File: config.mk
export PLATFORM = sky130hd
export DESIGN_NAME = fp_accumulator_flat
export DESIGN_NICKNAME = d
export VERILOG_FILES = /design/src/rtl/fp_acc_pkg.sv /design/src/rtl/fp_accumulator_if.sv /design/src/rtl/fp_acc_lzc.sv /design/src/rtl/fp_accumulator.sv /design/src/flat_wrapper.sv
export SDC_FILE = /design/constraint.sdc
export NUM_CORES = 1
export LEC_CHECK = 0
export ABC_CLOCK_PERIOD_IN_PS = 6720
export CAP_MARGIN = 10
export CORE_MARGIN = 5
export CORE_UTILIZATION = 64
export DETAILED_ROUTE_END_ITERATION = 10
export GPL_ROUTABILITY_DRIVEN = 0
export PLACE_DENSITY = 0.82
export SYNTH_ARGS = -nofsm -noshare
export SYNTH_HDL_FRONTEND = slang
export SYNTH_HIERARCHICAL = 1
export SYNTH_SLANG_ARGS = --single-unit
File: constraint.sdc
create_clock -name clk -period 6.72 [get_ports clk]
set_input_delay 1.344 -clock clk [delete_from_list [all_inputs] [get_ports clk]]
set_output_delay 1.344 -clock clk [all_outputs]
set_load 0.01 [all_outputs]
File: src/rtl/fp_acc_pkg.sv
// Shared constants and float field layout for the fixed-point float accumulator.
package fp_acc_pkg;

    localparam int ACC_W   = 64;   // two's-complement accumulator width
    localparam int LSB_EXP = -30;  // weight of accumulator bit 0 is 2^LSB_EXP
    localparam int MAX_EXP = 32;   // samples with |x| >= 2^MAX_EXP overflow the input range
    localparam int FP_BIAS = 127;  // IEEE-754 single-precision exponent bias
    localparam int LATENCY = 4;    // enabled edges from sample capture to result

    // IEEE-754 single-precision field view
    typedef struct packed {
        logic        sign;
        logic [7:0]  exp;
        logic [22:0] mant;
    } fp32_t;

endpackage

File: src/rtl/fp_accumulator_if.sv
// Sample/result bundle between the wrapper (master) and the accumulator (slave).
interface fp_accumulator_if;

    logic        en;   // clock enable for the whole accumulator
    logic        n;    // start a new accumulation with this sample
    logic [31:0] x;    // float sample
    logic [31:0] r;    // float running sum
    logic        xo;   // sample overflowed the input range
    logic        xu;   // sample underflowed the input range
    logic        ao;   // accumulator overflow, sticky within an accumulation

    modport master (output en, n, x, input  r, xo, xu, ao);
    modport slave  (input  en, n, x, output r, xo, xu, ao);

endinterface

File: src/rtl/fp_acc_lzc.sv
// 64-bit leading-zero counter; an all-zero input reports 64.
module fp_acc_lzc (
    input  logic [63:0] i_val,
    output logic [6:0]  o_lz
);

    // Scan upward so the highest set bit makes the final assignment
    always_comb begin
        o_lz = 7'd64;
        for (int i = 0; i < 64; i++) begin
            if (i_val[i]) begin
                o_lz = 7'(63 - i);
            end
        end
    end

endmodule

File: src/rtl/fp_accumulator.sv
// Pipelined float accumulator: align to a fixed-point grid, integer-add, normalize back to float.
module fp_accumulator
    import fp_acc_pkg::*;
(
    input  logic             clk,
    input  logic             reset_n,
    fp_accumulator_if.slave  bus
);

    // Rebuild a float from sign, magnitude and its leading-zero count (mantissa truncated)
    function automatic logic [31:0] pack_float(input logic sign, input logic [ACC_W-1:0] mag,
                                               input logic [6:0] lz);
        logic [7:0] exp_f;
        if (mag == '0) begin
            return 32'h0000_0000;
        end
        exp_f = 8'(FP_BIAS + (ACC_W - 1) + LSB_EXP) - {1'b0, lz};
        return {sign, exp_f, 23'((mag << lz) >> (ACC_W - 24))};
    endfunction

    fp32_t                    w_x;
    logic signed [9:0]        w_exp_unb;
    logic signed [9:0]        w_sh;
    logic signed [9:0]        w_nsh;
    logic [ACC_W-1:0]         w_mag;
    logic signed [ACC_W-1:0]  w_aligned;
    logic                     w_xo;
    logic                     w_xu;
    logic signed [ACC_W-1:0]  w_sum;
    logic                     w_ovf;
    logic [ACC_W-1:0]         w_acc_mag;
    logic [6:0]               w_lz;

    logic signed [ACC_W-1:0]  r_aligned_p1;
    logic                     r_n_p1;
    logic                     r_xo_p1;
    logic                     r_xu_p1;
    logic signed [ACC_W-1:0]  r_acc_p2;
    logic                     r_ao_p2;
    logic                     r_xo_p2;
    logic                     r_xu_p2;
    logic [ACC_W-1:0]         r_mag_p3;
    logic [6:0]               r_lz_p3;
    logic                     r_sign_p3;
    logic                     r_xo_p3;
    logic                     r_xu_p3;
    logic                     r_ao_p3;
    logic [31:0]              r_r_p4;
    logic                     r_xo_p4;
    logic                     r_xu_p4;
    logic                     r_ao_p4;

    assign w_x       = bus.x;
    assign w_exp_unb = $signed({2'b00, w_x.exp}) - 10'sd127;
    // Left shift that puts the 24-bit significand onto the 2^LSB_EXP grid
    assign w_sh      = w_exp_unb + 10'(-LSB_EXP - 23);
    assign w_nsh     = -w_sh;

    // S1 alignment: classify the sample and shift its significand onto the grid
    always_comb begin
        w_mag = '0;
        w_xo  = 1'b0;
        w_xu  = 1'b0;
        if (w_x.exp == 8'hFF) begin
            w_xo = 1'b1;
        end else if (w_x.exp == 8'h00) begin
            w_xu = (w_x.mant != '0);
        end else if (w_exp_unb >= 10'(MAX_EXP)) begin
            w_xo = 1'b1;
        end else if (w_exp_unb < 10'(LSB_EXP)) begin
            w_xu = 1'b1;
        end else if (w_sh >= 10'sd0) begin
            w_mag = {40'd0, 1'b1, w_x.mant} << w_sh[5:0];
        end else begin
            w_mag = {40'd0, 1'b1, w_x.mant} >> w_nsh[5:0];
        end
        w_aligned = w_x.sign ? -$signed(w_mag) : $signed(w_mag);
    end

    assign w_sum     = r_acc_p2 + r_aligned_p1;
    assign w_ovf     = (r_acc_p2[ACC_W-1] == r_aligned_p1[ACC_W-1]) &&
                       (w_sum[ACC_W-1] != r_acc_p2[ACC_W-1]);
    // Negating the most negative value yields 2^63, which is correct when read as unsigned
    assign w_acc_mag = r_acc_p2[ACC_W-1] ? $unsigned(-r_acc_p2) : $unsigned(r_acc_p2);

    fp_acc_lzc u_lzc (
        .i_val (w_acc_mag),
        .o_lz  (w_lz)
    );

    // Four-stage pipeline; reset clears everything, en freezes everything
    always_ff @(posedge clk) begin
        if (!reset_n) begin
            r_aligned_p1 <= '0;
            r_n_p1       <= 1'b0;
            r_xo_p1      <= 1'b0;
            r_xu_p1      <= 1'b0;
            r_acc_p2     <= '0;
            r_ao_p2      <= 1'b0;
            r_xo_p2      <= 1'b0;
            r_xu_p2      <= 1'b0;
            r_mag_p3     <= '0;
            r_lz_p3      <= '0;
            r_sign_p3    <= 1'b0;
            r_xo_p3      <= 1'b0;
            r_xu_p3      <= 1'b0;
            r_ao_p3      <= 1'b0;
            r_r_p4       <= '0;
            r_xo_p4      <= 1'b0;
            r_xu_p4      <= 1'b0;
            r_ao_p4      <= 1'b0;
        end else if (bus.en) begin
            // S1 -> aligned sample
            r_aligned_p1 <= w_aligned;
            r_n_p1       <= bus.n;
            r_xo_p1      <= w_xo;
            r_xu_p1      <= w_xu;
            // S2 -> accumulate; a load cannot overflow, so it clears the sticky flag
            if (r_n_p1) begin
                r_acc_p2 <= r_aligned_p1;
                r_ao_p2  <= 1'b0;
            end else begin
                r_acc_p2 <= w_sum;
                r_ao_p2  <= r_ao_p2 | w_ovf;
            end
            r_xo_p2      <= r_xo_p1;
            r_xu_p2      <= r_xu_p1;
            // S3 -> magnitude and leading-zero count
            r_mag_p3     <= w_acc_mag;
            r_lz_p3      <= w_lz;
            r_sign_p3    <= r_acc_p2[ACC_W-1];
            r_xo_p3      <= r_xo_p2;
            r_xu_p3      <= r_xu_p2;
            r_ao_p3      <= r_ao_p2;
            // S4 -> normalized float result
            r_r_p4       <= pack_float(r_sign_p3, r_mag_p3, r_lz_p3);
            r_xo_p4      <= r_xo_p3;
            r_xu_p4      <= r_xu_p3;
            r_ao_p4      <= r_ao_p3;
        end
    end

    assign bus.r  = r_r_p4;
    assign bus.xo = r_xo_p4;
    assign bus.xu = r_xu_p4;
    assign bus.ao = r_ao_p4;

endmodule

File: src/flat_wrapper.sv
// flat-port wrapper written by rule: the top's interface ports become plain ports
module fp_accumulator_flat import fp_acc_pkg::*;
  (clk, reset_n, bus_en, bus_n, bus_x, bus_r, bus_xo, bus_xu, bus_ao);
  fp_accumulator_if bus_i ();
  input  logic clk;
  input  logic reset_n;
  input wire logic [$bits(bus_i.en)-1:0] bus_en;
  input wire logic [$bits(bus_i.n)-1:0] bus_n;
  input wire logic [$bits(bus_i.x)-1:0] bus_x;
  output wire logic [$bits(bus_i.r)-1:0] bus_r;
  output wire logic [$bits(bus_i.xo)-1:0] bus_xo;
  output wire logic [$bits(bus_i.xu)-1:0] bus_xu;
  output wire logic [$bits(bus_i.ao)-1:0] bus_ao;
  assign bus_i.en = bus_en;
  assign bus_i.n = bus_n;
  assign bus_i.x = bus_x;
  assign bus_r = bus_i.r;
  assign bus_xo = bus_i.xo;
  assign bus_xu = bus_i.xu;
  assign bus_ao = bus_i.ao;
  fp_accumulator u_core (.clk(clk), .reset_n(reset_n), .bus(bus_i));
endmodule
# Word level (Yosys, flattened, before mapping)

Index checks and enable logic that the tools add are counted.

Bits in registers: 244
Word-level logic and storage cells: 124

Add/sub/neg operators: 7
$lt $le $gt $ge: 3
Equality and inequality tests: 3
Shift operators: 3
Muxes and demuxes: 85
Bitwise operators: 1
Reductions and logical operators: 4

Operators with widths:

| operator                                                                     | number |
|---|---|
| 64-bit 2-to-1 mux                                                            | 8 |
| 7-bit 2-to-1 mux                                                             | 64 |
| 64-bit negation                                                              | 2 |
| 64-bit adder                                                                 | 1 |
| 64-bit zero test                                                             | 1 |
| 32-bit 2-to-1 mux                                                            | 2 |
| 24-bit by 6-bit << shifter with 64-bit output                                | 1 |
| 64-bit by 7-bit << shifter with 63-bit output                                | 1 |
| 24-bit by 6-bit >> shifter with 64-bit output                                | 1 |
| 23-bit nonzero test                                                          | 1 |
| 1-bit 2-to-1 mux                                                             | 11 |
| 9-bit by 4-bit adder with 10-bit output, second input constant               | 1 |
| 10-bit by 1-bit >= comparator with 1-bit output, second input constant       | 1 |
| 9-bit by 7-bit >= comparator with 1-bit output, second input constant        | 1 |
| 9-bit by 6-bit less-than comparator with 1-bit output, second input constant | 1 |
| 8-bit by 7-bit subtractor with 9-bit output, second input constant           | 1 |
| 8-bit equality test, second input constant                                   | 1 |
| 8-bit zero test                                                              | 1 |
| 8-bit by 7-bit subtractor with 8-bit output, first input constant            | 1 |
| 6-bit negation                                                               | 1 |
| 1-bit equality test                                                          | 1 |
| 1-bit logical AND                                                            | 1 |
| 1-bit inequality test                                                        | 1 |
| 1-bit OR                                                                     | 1 |

# Longest topological paths before layout

Word-level depth: 66
Gate-level depth with buffers: 24
Gate-level depth less buffers: 18

# Modules after synthesis

Netlist, hierarchy kept.

Modules (own cells, without submodules):

| module         | instances | cells each | area an instance (um2) | sequential area each (um2) |
|---|---|---|---|---|
| fp_accumulator | 1         | 3131       | 23774.1                | 4884.7 |
| fp_acc_lzc     | 1         | 147        | 859.6                  | 0.0 |

# Worst setup path after synthesis

OpenSTA, ideal clock, no wires.

Path kind: input port to flip-flop
Start: input bus_x[23]
End: register u_core.r_aligned_p1[60]
Arrival time: 6229 ps
Slack: 400 ps
Stages: 23
Cell sequence: inv_1 buf_1 ha_1 buf_6 buf_8 nand2b_1 a311oi_1 o22a_1 clkbuf_1 nor2_1 mux2_2 nand3_1 o21ai_0 nand2_1 ha_1 o21ai_0 a211oi_1 o211ai_2 or4_1 buf_2 nor4_4 nand2_1 a311oi_1

Word-level cells in the longest chain between the ends: 11

RTL lines:

| item                                          | line                  | text |
|---|---|---|
| start: declaration                            | flat_wrapper.sv:9     | `input wire logic [$bits(bus_i.x)-1:0] bus_x;` |
| 8-bit by 7-bit subtractor with 9-bit output   | fp_accumulator.sv:54  | `assign w_exp_unb = $signed({2'b00, w_x.exp}) - 10'sd127;` |
| 9-bit by 4-bit adder with 10-bit output       | fp_accumulator.sv:56  | `assign w_sh = w_exp_unb + 10'(-LSB_EXP - 23);` |
| 6-bit negation                                | fp_accumulator.sv:57  | `assign w_nsh = -w_sh;` |
| 24-bit by 6-bit >> shifter with 64-bit output | fp_accumulator.sv:75  | `w_mag = {40'd0, 1'b1, w_x.mant} >> w_nsh[5:0];` |
| 64-bit 2-to-1 mux                             | fp_accumulator.sv:72  | `end else if (w_sh >= 10'sd0) begin` |
| 64-bit 2-to-1 mux                             | fp_accumulator.sv:70  | `end else if (w_exp_unb < 10'(LSB_EXP)) begin` |
| 64-bit 2-to-1 mux                             | fp_accumulator.sv:68  | `end else if (w_exp_unb >= 10'(MAX_EXP)) begin` |
| 64-bit 2-to-1 mux                             | fp_accumulator.sv:66  | `end else if (w_x.exp == 8'h00) begin` |
| 64-bit 2-to-1 mux *                           | fp_accumulator.sv:64  | `if (w_x.exp == 8'hFF) begin` |
| 64-bit negation                               | fp_accumulator.sv:77  | `w_aligned = w_x.sign ? -$signed(w_mag) : $signed(w_mag);` |
| 64-bit 2-to-1 mux *                           | fp_accumulator.sv:77  |  |
| end signal: assignment                        | fp_accumulator.sv:114 | `r_aligned_p1 <= w_aligned;` |
| end: declaration                              | fp_accumulator.sv:34  | `logic signed [ACC_W-1:0] r_aligned_p1;` |

Every way passes the cells marked *; elsewhere a longest branch is shown, timed or not.
A chain may end at the register's enable or synchronous reset.

# Final worst setup path

Start: input bus_x[24]
End: register u_core.r_aligned_p1[52]

Same word-level chain as after synthesis.

==> run_results.csv <==
group,metric,value,unit
drt,wl,81.1,mm
clocking,numCtsBuffers,27,
synthesis,yosysWarnings,6,
status,violations,"design-rule violations",
grt,antenna_found_initial,1,
worst_setup_path,path_max_fanout,19,
grt,first_global_vias,24256,
clocking,clkTransAtPathRegs,0.06,ns
die,initial_core_util,65.1,%
finish,diodes,0,
finish,drive_gt1_share,9.60,%
worst_setup_path,r2r_cells,16,
synthesis,synth_adder_area_share,3.64,%
drt,drtAntennaViolNets,0,
placement,dp_hpwl,59.6,mm
synthesis,syn_area,0.0246,sq mm
sta,finClkSkew,0.0351,ns
clocking,cts_hold_buf,0,
synthesis,synth_compound_area_share,27.6,%
clocking,cts_setup_buffers,0,
drt,num_vias,26747,
clocking,ctsResizeCount,0,
worst_hold_path,hold_class,"flop to flop",
die,placementRows,71,
synthesis,synth.area.mux_share,14.2,%
worst_setup_path,cp_slowest_cell,"or4_1",
synthesis,synth-simple-area-share,23.6,%
die,dieWidth,206,um
sta,fin_crit,6.32,ns
synthesis,ys_seq_area_share,19.8,%
synthesis,synth-xor-area-share,6.00,%
sta,slew_violations,0,
worst_setup_path,critical_path_required,7.18,ns
clocking,cts-htree-levels,1,
clocking,cts_tree,"done",
synthesis,ys_ff_latch,244,
grt,grt_max_degree,151,
status,outcome,"finished with violations",
worst_setup_path,cp_cell_sequence,"clkdlybuf4s50_1 > inv_1 > ha_2 > buf_4 > mux2i_1 > mux2i_1 > mux2i_1 > mux2i_1 > mux2_2 > nand3_1 > o21ai_0 > nand2_1 > ha_1 > o21ai_0 > a211oi_1 > o211ai_2 > or4_1 > nor4_4 > o21bai_1 > a311oi_1",
sta,worst_slew_pin_slew,1.17,ns
sta,fmax,0.158,GHz
synthesis,synthFlopType,"dfxtp_1",
placement,io_buffers,70,
drt,drc,1,
clocking,clk_path_buf_depth,3,
die,die_y,206,um
drt,drtIter0Drc,4209,
drt,first_pass_iters,11,
sta,setup_viol,0,
synthesis,synth_enable_flop_cells,0,
drt,viasPerCell,7.13,
power,p_leak,10.3,nW
synthesis,async_reset_ff_share,0,%
drt,wl_per_cell,21.6,um
finish,final_cell_mix,"430 x nor2_1, 303 x nand2_1, 238 x dfxtp_1",
clocking,cts_sinks,244,
grt,grt-ovfl-total,0,
flow_run,drv_cap,0,
sta,finalSetupTns,0,ns
synthesis,synth_top_family_by_area,"compound AO/OA/AOI/OAI gates",
sta,rsz0062_at_grt,"no",
die,coreArea,0.0378,sq mm
grt,gr-usage-met1,45.5,%
grt,grt_use_met2,60.3,%
finish,nNetsFinal,3328,
clocking,clkLatencyLatePin,0.56,ns
synthesis,synth_nets,3385,
worst_setup_path,worst_path_largest_cell_delay,0.70,ns
worst_setup_path,startpoint_type,"input port",
grt,grt_pass1_wl,128,mm
grt,met3_usage,5.81,%
die,ios,71,
worst_setup_path,critPathArrivalTime,6.77,ns
sta,fin_crit_sh,94.0,%
sta,hold_viol,0,
worst_setup_path,cp-end-kind,"flop",
grt,busiest_layer,"met2",
sta,slew_headroom,21.8,%
synthesis,synth.distinct_cells,107,
worst_hold_path,min_path_cells,2,
clocking,cts-root-buf,"clkbuf_16",
worst_setup_path,worst-setup-path-type,"input port to flop",
power,vdd_ir_drop_max,0.164,mV
synthesis,syn_inst,3278,
die,die_area,0.0425,sq mm
synthesis,synth.avg_cell_area,7.51,sq um
worst_setup_path,critPathMostFrequentCell,"mux2i_1",
finish,syn_to_final_growth,7.90,%
placement,pre_cts_ws,-0.0171,ns
finish,layout_commonest_cell,"nor2_1",
grt,track_usage,36.5,%
power,power_density,262,mW/mm^2
sta,final.setup.worst_slack,0.405,ns
-- registers in the layout, indices dropped and copies added, names as in the netlist, 7 cells and up --
signal and count:
u_core/r_aligned_p1 64, u_core/bus.r 32, u_core/r_mag_p3 64, u_core/r_acc_p2 64, u_core/r_lz_p3 7
-- path summary, 6_finish.rpt --
kind	from	end	slack, ns
max reg2reg	u_core/r_acc_p2[6]	u_core/r_lz_p3[6]	0.75
min reg2reg	u_core/bus.r[21]	u_core/bus.r[21]	0.48
min	u_core/bus.r[21]	u_core/bus.r[21]	0.48
max	bus_x[24]	u_core/r_aligned_p1[52]	0.40
-- Yosys cell counts (all sizes together) (27+ instances only) --
library cell	number	area [sq um]
nor2	431	1620
nand2	305	1150
dfxtp	244	4880
o21ai	230	1160
a21oi	223	1120
clkbuf	175	657
mux2i	156	1580
nor3	119	601
xnor2	109	970
mux4	73	1640
buf	71	390
ha	70	876
a211oi	69	518
a21o	68	510
inv	57	214
xor2	56	509
nand3	55	280
nor4	54	389
a31oi	48	313
o211ai	48	370
nor2b	38	238
nand2b	34	213
and2	33	206
o31ai	33	248
or3	28	180
o22ai	27	169
-- stage by stage --
stage	cell area, sq um	util, %	instances	total power, mW	hold WS, ns
final	26600	70.2	3751	6.96	0.480
after floorplan	24600	-	3278	4.34	0.445
after global placement	25700	67.8	3703	5.18	0.452
after CTS	26600	70.2	3751	6.82	0.487
after global routing	26600	70.2	3751	7.29	0.507
after detailed placement	25700	67.8	3703	5.28	0.476
-- kinds of logic (layout without fill, tap and decap cells) --
| family | count (synthesis) | in the layout |
|---|---|---|
| compound gates | 1015 | 1015 |
| xor+xnor | 165 | 165 |
| fa+ha+maj | 71 | 71 |
| buf+inv | 307 | 269 |
| flops | 244 | 244 |
| mux | 253 | 253 |
| simple gates | 1223 | 1223 |
-- per-layer routing --
| layer | part of all wire [%] | up-vias |
|---|---|---|
| met1 | 38 | 12345 |
| met4 | 7.0 | 0 |
| li1 | - | 12138 |
| met5 | 0 | - |
| met3 | 10 | 465 |
| met2 | 45 | 1799 |
-- report_power, final --
group,switching [mW],internal (mW),total (mW)
logic,2.18,1.42,3.60
registers,0.222,1.61,1.83
clock network,0.624,0.895,1.52
total,3.03,3.93,6.96
-- critical path: cells and delay by family --
family / cells / cell delay [ns]
and+or+nand+nor: 4 / 1.45
buffers and inverters: 3 / 0.91
AOI/OAI and AO/OA: 6 / 1.26
adders and majority gates: 2 / 0.81
muxes: 5 / 0.99
-- layout make-up --
| class | instances | area (sq um) |
|---|---|---|
| clock inverters | 15 | 186 |
| multi-input cells | 2727 | 18500 |
| repair buffers | 160 | 1370 |
| flip-flops and latches | 244 | 4890 |
| clock buffers | 33 | 728 |
| well taps | 511 | 639 |
| inverters | 61 | 235 |
| fillers | 3092 | 11300 |
Note: power is estimated with default switching activity, not from simulation.
